[src/rtl/div_seq.sv]
// div_seq: multi-cycle restoring divider (DIV/DIVU) with a pipeline stall request and a {remainder, quotient} result
module div_seq #(
  parameter int WIDTH = 32
) (
  input  logic               clk,
  input  logic               rst,
  input  logic               signed_div_i,
  input  logic [WIDTH-1:0]   opdata1_i,
  input  logic [WIDTH-1:0]   opdata2_i,
  input  logic               start_i,
  input  logic               annul_i,
  output logic [2*WIDTH-1:0] result_o,
  output logic               ready_o,
  output logic               stallreq_o
);
  localparam logic [1:0] FREE   = 2'd0;
  localparam logic [1:0] BYZERO = 2'd1;
  localparam logic [1:0] ON     = 2'd2;
  localparam logic [1:0] END    = 2'd3;
  localparam int CW = $clog2(WIDTH);
  localparam logic [CW-1:0] LAST = CW'(WIDTH - 1);
  logic [1:0]       state;
  logic [CW-1:0]    cnt;
  logic [WIDTH:0]   p, p_sh, diff, p_n;
  logic [WIDTH-1:0] q, q_n, dvs, mag1, mag2, quo, rem;
  logic             neg_q, neg_r, s1, s2;
  assign s1   = signed_div_i & opdata1_i[WIDTH-1];
  assign s2   = signed_div_i & opdata2_i[WIDTH-1];
  assign mag1 = s1 ? -opdata1_i : opdata1_i;
  assign mag2 = s2 ? -opdata2_i : opdata2_i;
  // One restoring step: shift in the next dividend bit, keep the difference if it did not go negative.
  assign p_sh = {p[WIDTH-1:0], q[WIDTH-1]};
  assign diff = p_sh - {1'b0, dvs};
  assign p_n  = diff[WIDTH] ? p_sh : diff;
  assign q_n  = {q[WIDTH-2:0], ~diff[WIDTH]};
  assign quo  = neg_q ? -q_n : q_n;
  assign rem  = neg_r ? -p_n[WIDTH-1:0] : p_n[WIDTH-1:0];
  assign stallreq_o = !rst && (state == ON || state == BYZERO || (state == FREE && start_i && !annul_i));
  always_ff @(posedge clk) begin
    if (rst) begin
      state    <= FREE;
      cnt      <= '0;
      p        <= '0;
      q        <= '0;
      dvs      <= '0;
      neg_q    <= 1'b0;
      neg_r    <= 1'b0;
      result_o <= '0;
      ready_o  <= 1'b0;
    end else begin
      case (state)
        FREE: if (start_i && !annul_i) begin
          state <= (opdata2_i == '0) ? BYZERO : ON;
          cnt   <= '0;
          p     <= '0;
          q     <= mag1;
          dvs   <= mag2;
          neg_q <= s1 ^ s2;
          neg_r <= s1;
        end
        BYZERO: begin
          state   <= annul_i ? FREE : END;
          ready_o <= !annul_i;
          result_o <= '0;
        end
        ON: if (annul_i) begin
          state <= FREE;
          cnt   <= '0;
        end else begin
          p   <= p_n;
          q   <= q_n;
          cnt <= cnt + 1'b1;
          if (cnt == LAST) begin
            state    <= END;
            result_o <= {rem, quo};
            ready_o  <= 1'b1;
          end
        end
        END: if (!start_i) begin
          state    <= FREE;
          ready_o  <= 1'b0;
          result_o <= '0;
        end
      endcase
    end
  end
endmodule

[config.mk]
export PLATFORM = sky130hd
export DESIGN_NAME = div_seq
export DESIGN_NICKNAME = d
export VERILOG_FILES = /design/src/rtl/div_seq.sv
export SDC_FILE = /design/constraint.sdc
export NUM_CORES = 1
export LEC_CHECK = 0
export ABC_AREA = 1
export BUFFER_PORTS_ARGS = -buffer_cell sky130_fd_sc_hd__buf_2
export CAP_MARGIN = 0
export CELL_PAD_IN_SITES_DETAIL_PLACEMENT = 1
export CELL_PAD_IN_SITES_GLOBAL_PLACEMENT = 1
export CORE_AREA = 2 2 196 218
export CTS_CLUSTER_DIAMETER = 50
export CTS_CLUSTER_SIZE = 8
export DETAILED_ROUTE_END_ITERATION = 6
export DIE_AREA = 0 0 198 220
export PLACE_DENSITY = 0.6
export SYNTH_ARGS = -nofsm -noshare
export SYNTH_HDL_FRONTEND = slang
export SYNTH_SLANG_ARGS = --single-unit
export TNS_END_PERCENT = 30
[constraint.sdc]
create_clock -name clk -period 6.13 [get_ports clk]
set_input_delay 0.3065 -clock clk [delete_from_list [all_inputs] [get_ports clk]]
set_output_delay 0.3065 -clock clk [all_outputs]
set_load 0.01 [all_outputs]
== Word level (Yosys, flattened, before mapping) ==
Index checks and enable logic that the tools add are counted.
W data, S select, Z words.

* Reduce and logical (&&, ||, !) cells: 17
* Bitwise gates (word level): 4
* Equal/unequal tests: 9
* Add/subtract/negate cells: 6
* Mux-type cells: 29

{| class="wikitable"
|+ Operators by type and width
! cell !! number
|-
| $mux W32 || 9
|-
| $mux W64 || 3
|-
| $pmux W64 S3 || 1
|-
| $neg A32 Y32 || 4
|-
| $pmux W32 S2 || 2
|-
| $sub A33 B32 Y33 || 1
|-
| $logic_not A32 Y1 || 1
|-
| $mux W2 || 6
|-
| $mux W5 || 2
|-
| $pmux W5 S2 || 1
|-
| $pmux W2 S4 || 1
|-
| $reduce_and A3 Y1 || 2
|-
| $add A5 B1 Y5 const B || 1
|-
| $eq A5 B5 Y1 const B || 1
|-
| $eq A2 B2 Y1 const B || 2
|-
| $logic_and A1 B1 Y1 || 4
|-
| $ne A2 B1 Y1 const B || 2
|-
| $ne A2 B2 Y1 const B || 2
|-
| $reduce_and A2 Y1 || 2
|-
| $reduce_and A4 Y1 || 1
|-
| $mux W1 || 3
|-
| $ne A3 B2 Y1 const B || 1
|-
| $pmux W1 S3 || 1
|-
| $reduce_bool A3 Y1 || 1
|-
| 8 further kinds || 11
|}

* Register bits after elaboration: 170

== Longest topological paths before layout ==
* Word-level depth: 7
* Depth in mapped cells: 28

== Least setup slack after synthesis ==
Ideal clock, no wire load.

* Path kind: register -> register
* Start: register q[31]
* End: register result_o[24]
* Path slack: 2.413 ns
* Library setup time: 0.132 ns
* Arrival time: 3.584 ns
* Cell stages (with the launch flop): 28
* Cell sequence: dfxtp_1 inv_1 ha_1 inv_1 fa_1 nand2_1 nand2_1 nand3_1 nand2_1 nand2_1 nand2_1 nand2_2 nand3_2 nand2_4 buf_2 ha_1 nand3_1 nor3_1 nand3_1 nor3_1 nand2_1 nor2_1 nand2_1 inv_1 a21oi_1 or2_2 nand3_1 a21oi_1

* Longest elaborated chain between the ends: 7

{| class="wikitable"
|+ RTL lines
! item !! RTL line !! text
|-
| from (decl) || 25 || <nowiki>logic [WIDTH-1:0] q, q_n, dvs, mag1, mag2, quo, rem;</nowiki>
|-
| from (signal assigned) || 56 || <nowiki>q <= mag1;</nowiki>
|-
| from (signal assigned) || 71 || <nowiki>q <= q_n;</nowiki>
|-
| $sub A33 B32 Y33 || 33 || <nowiki>assign diff = p_sh - {1'b0, dvs};</nowiki>
|-
| $not A1 Y1 || 35 || <nowiki>assign q_n = {q[WIDTH-2:0], ~diff[WIDTH]};</nowiki>
|-
| $neg A32 Y32 || 36 || <nowiki>assign quo = neg_q ? -q_n : q_n;</nowiki>
|-
| $mux W32 || 36 ||
|-
| $mux W64 || 73 || <nowiki>if (cnt == LAST) begin</nowiki>
|-
| $mux W64 || 66 || <nowiki>ON: if (annul_i) begin</nowiki>
|-
| $pmux W64 S3 || 51 || <nowiki>case (state)</nowiki>
|-
| to (signal assigned) || 75 || <nowiki>result_o <= {rem, quo};</nowiki>
|-
| to (decl) || 12 || <nowiki>output logic [2*WIDTH-1:0] result_o,</nowiki>
|}

Every way passes these cells. The select of a mux whose other input is x is not followed.
A chain may end at the register's enable or synchronous reset.

== Worst setup path after layout ==
* Start: register q[31]
* End: register result_o[26]

The elaborated chain is that of the path after synthesis.

==> summary.md <==
| Metric | Value |
|---|---|
| Area contributors post-synth | dfxtp_1 (27%), nand2_1 (22%), a21oi_1 (8.8%) |
| First-pass detailed-route iteration total | 5 |
| Starting density of the core | 0.3049 |
| EDFF count, synth | 0 |
| DRT iter0 DRCs | around 550 |
| Yosys top cell by area | dfxtp_1 |
| Final critical-path share of the clock period | 0.7002 |
| Kind of cell adding the most delay to the critical path | simple AND/OR/NAND/NOR gates |
| # diodes | 0 |
| Largest net degree at the start of global routing | 77 |
| Row cnt | 79 |
| Slew Viols, Final | 0 |
| Avg Vias per Cell | 4.937 |
| DIE AREA | between 0.04 and 0.05 mm2 |
| Nets | ~2,400 |
| Levels on crit path | 25 |
| Synth Cell Area | 0.01269 mm2 |
| Global Route Usage Sum | 0.2340 |
| Hold Slack | just over 200 ps |
| Layout cells sized above 1 | 0.09659 |
| Area share of the largest cell type after synthesis | 0.2682 |
| Post-CTS setup buffers | 0 |
| Worst r2r src | q[31] |
| Input/output buffers | roughly 130 |
| Top cells by count, synth | nand2_1 (729), inv_1 (271), a21oi_1 (223), nor2_1 (177), dfxtp_1 (170) |
| Congestion Overflow GR | 0 |
| Status | completed |
| Reg2reg end | result_o[26] |
| Hold Path Sink | dvs[16] |
| Initial antenna violation count | 0 |
| Clock-pin slew on the worst setup and hold paths | 80 ps |
| Root buf cell | clkbuf_16 |
| Ports | 135 |
| Max stage delay on crit path | approximately 430 ps |
| Top FF cell, synth | dfxtp_1 |
| Finished Core Util | 0.3471 |
| Crit Path Max Fanout | 4 |
| Via count | 13,940 |
| Yosys Warn Count | 0 |
| Post-CTS Hold Buffers | 0 |
| Vias in the first global route | 13,860 |
| Worst VDD drop | 0.3491 mV |
| Sink Count | between 150 and 200 |
| Count of buffer and inverter cells on the critical path | 2 |
| Req. time, crit path | 6450 ps |
| Crit. End Element | register |
| CTS buffer count | 17 |
| Number of synthesized register bits | between 150 and 200 |
| Clk buf depth | 2 |
| Critical Path Most Common Cell | nand2_1 |
| Synthesized Nets | 2,269 |
| Setup TNS | 0 ps |
| Sequential cell area fraction in the yosys report | 0.2682 |
| Core box area | ~0.042 mm2 |
| Worst slew margin | 0.3136 |
| Post-route ant nets | 0 |
| Die height | 220 um |
| Cell Count, Final, Fillers Out | 2,824 |
| Dpl cells | about 2,800 |
| RSZ-0062 raised after global routing | no |
| Max-Cap Viols | 0 |
| Worst EP arrival | between 4000 and 5000 ps |
| PwrDens | approximately 410 mW/mm2 |
| Die X | between 150 and 200 um |
| Mapped Cells | around 2,200 |
| Critical path type | reg2reg |
| Cell variety after synth | between 40 and 50 |
| Hold path cells | 4 |
| Leakage | slightly above 7 nW |
| First-pass GRT wire length | about 78,000 um |
| Launching element type of the critical path | register |
| Final WL | ~50,000 um |
| FF-to-FF setup slack | 1840 ps |
| Cts repair resizes | 0 |
| Hold WC Path Type | in2reg |
| HP Start | opdata2_i[16] |
| Fin crit period | approximately 4300 ps |
| Final GP Congestion | approximately 0.90 |
| Drt wl/cell | 17.85 um |
| Most frequent cell after synthesis | nand2_1 |
| Post-route DRC | 0 |
| Final setup vio count | 0 |
| Filler cell count | ~5,600 |
| Asr flop ratio synth | 0 |
| Average size of a mapped cell | approximately 5.9 um2 |
| CTS tree | done |
| Worst-path cell with the longest stage delay | fa_1 |
| Detailed placement HPWL | 39,780 um |
| Worst skew pair latency | 470 ps |
| CP startpoint | q[31] |
| Area Growth Syn to Fin | 13.82% |
| Least-Margin Pin Slew | about 1000 ps |
| F_max | between 200 and 250 MHz |
| Total power | 5.953 mW |
| H-tree Lvls | 4 |
| Worst reg-to-reg path cell count | 25 |
| Worst-case clock skew | roughly 15 ps |
| Final hold viol count | 0 |
## cell type report
class / instances / area [um2] / area share
clock buffers: 17 / 425.4 / 0.02945
clock inverters: 15 / 163.9 / 0.01135
inverters: 280 / 1051 / 0.07276
multi-input cells: 1628 / 7920 / 0.5483
flip-flops and latches: 170 / 3403 / 0.2356
well taps: 567 / 709.4 / 0.04912
repair buffers: 147 / 770.7 / 0.05336
## layout by cell type (no fill, tap or decap), types with 3 or more instances in the layout
| cell | netlist | layout |
|---|---|---|
| nand2_2 | 9 | 10 |
| o21bai_1 | 4 | 4 |
| nand3b_1 | 9 | 9 |
| nor3_2 | 2 | 3 |
| nor2_1 | 177 | 175 |
| xor2_1 | 44 | 44 |
| nand4_1 | 26 | 26 |
| a21boi_0 | 12 | 12 |
| buf_2 | 5 | 133 |
| nand3_1 | 121 | 121 |
| inv_2 | 5 | 5 |
| dfxtp_1 | 170 | 170 |
| o31ai_1 | 5 | 5 |
| a221oi_1 | 5 | 5 |
| buf_4 | 3 | 14 |
| clkbuf_16 | 0 | 17 |
| inv_1 | 271 | 271 |
| nand2_1 | 729 | 728 |
| a31oi_1 | 6 | 6 |
| clkinvlp_4 | 0 | 3 |
| o21ai_0 | 101 | 101 |
| o21ai_1 | 4 | 4 |
| o221ai_1 | 6 | 6 |
| nor4_1 | 8 | 8 |
| or2_2 | 8 | 8 |
| clkinv_1 | 4 | 4 |
| ha_1 | 41 | 41 |
| o211ai_1 | 23 | 23 |
| inv_6 | 0 | 4 |
| nor2_2 | 6 | 7 |
| xnor2_1 | 23 | 23 |
| clkinv_2 | 0 | 3 |
| nor3_1 | 21 | 20 |
| a21oi_1 | 223 | 223 |
## sequential cells by signal, summed over array words and instances (netlist names), 2 cells and up
name	cells
result_o	64
dvs	32
cnt	5
q	32
p	32
state	2
## per-layer routing
metal / vias to the layer above / wire, um / GRT usage
met5: - / 0 / 0
met4: 0 / 1419 / 0.08672
met3: 53 / 1023 / 0.02234
met2: 170 / 24880 / 0.4180
met1: 6635 / 23080 / 0.2907
li1: 7083 / - / -
## stage by stage
| step | cell area, um2 | setup slack (ps) |
|---|---|---|
| finish | 14440 | 1837 |
| global route | 14440 | 1254 |
| CTS | 14440 | 1832 |
| detailed placement | 13850 | 1848 |
| global placement | 13850 | 1980 |
| floorplan | 12690 | 2413 |
## power by group
part	leakage (nW)	switching [mW]	internal [mW]	total, mW
clock	0.284	0.535	0.609	1.14
sequential	1.38	0.167	1.28	1.45
combinational	5.42	2.39	0.970	3.36
## logic make-up after synthesis
| logic type | synth area share |
|---|---|
| adder cells (fa/ha/maj) | 0.04200 |
| XOR/XNOR | 0.04624 |
| flip-flops | 0.2682 |
| AO/OA/AOI/OAI | 0.1706 |
| AND/OR/NAND/NOR | 0.3639 |
| buffers and inverters | 0.1091 |
## worst max-delay path by stage
stage | endpoint | slack [ps]
finish | result_o[26] | 1840
global route | result_o[26] | 1250
CTS | result_o[26] | 1830
detailed placement | result_o[26] | 1850
global placement | result_o[26] | 1980
floorplan | result_o[24] | 2410
## tightest hold or removal path, delay by kind of cell
| kind | cells | cell delay, ps |
|---|---|---|
| buffers and inverters | 2 | 150 |
| XOR/XNOR | 1 | 120 |
| AO/OA/AOI/OAI | 1 | 70 |
Note: power is estimated with default switching activity, not from simulation.
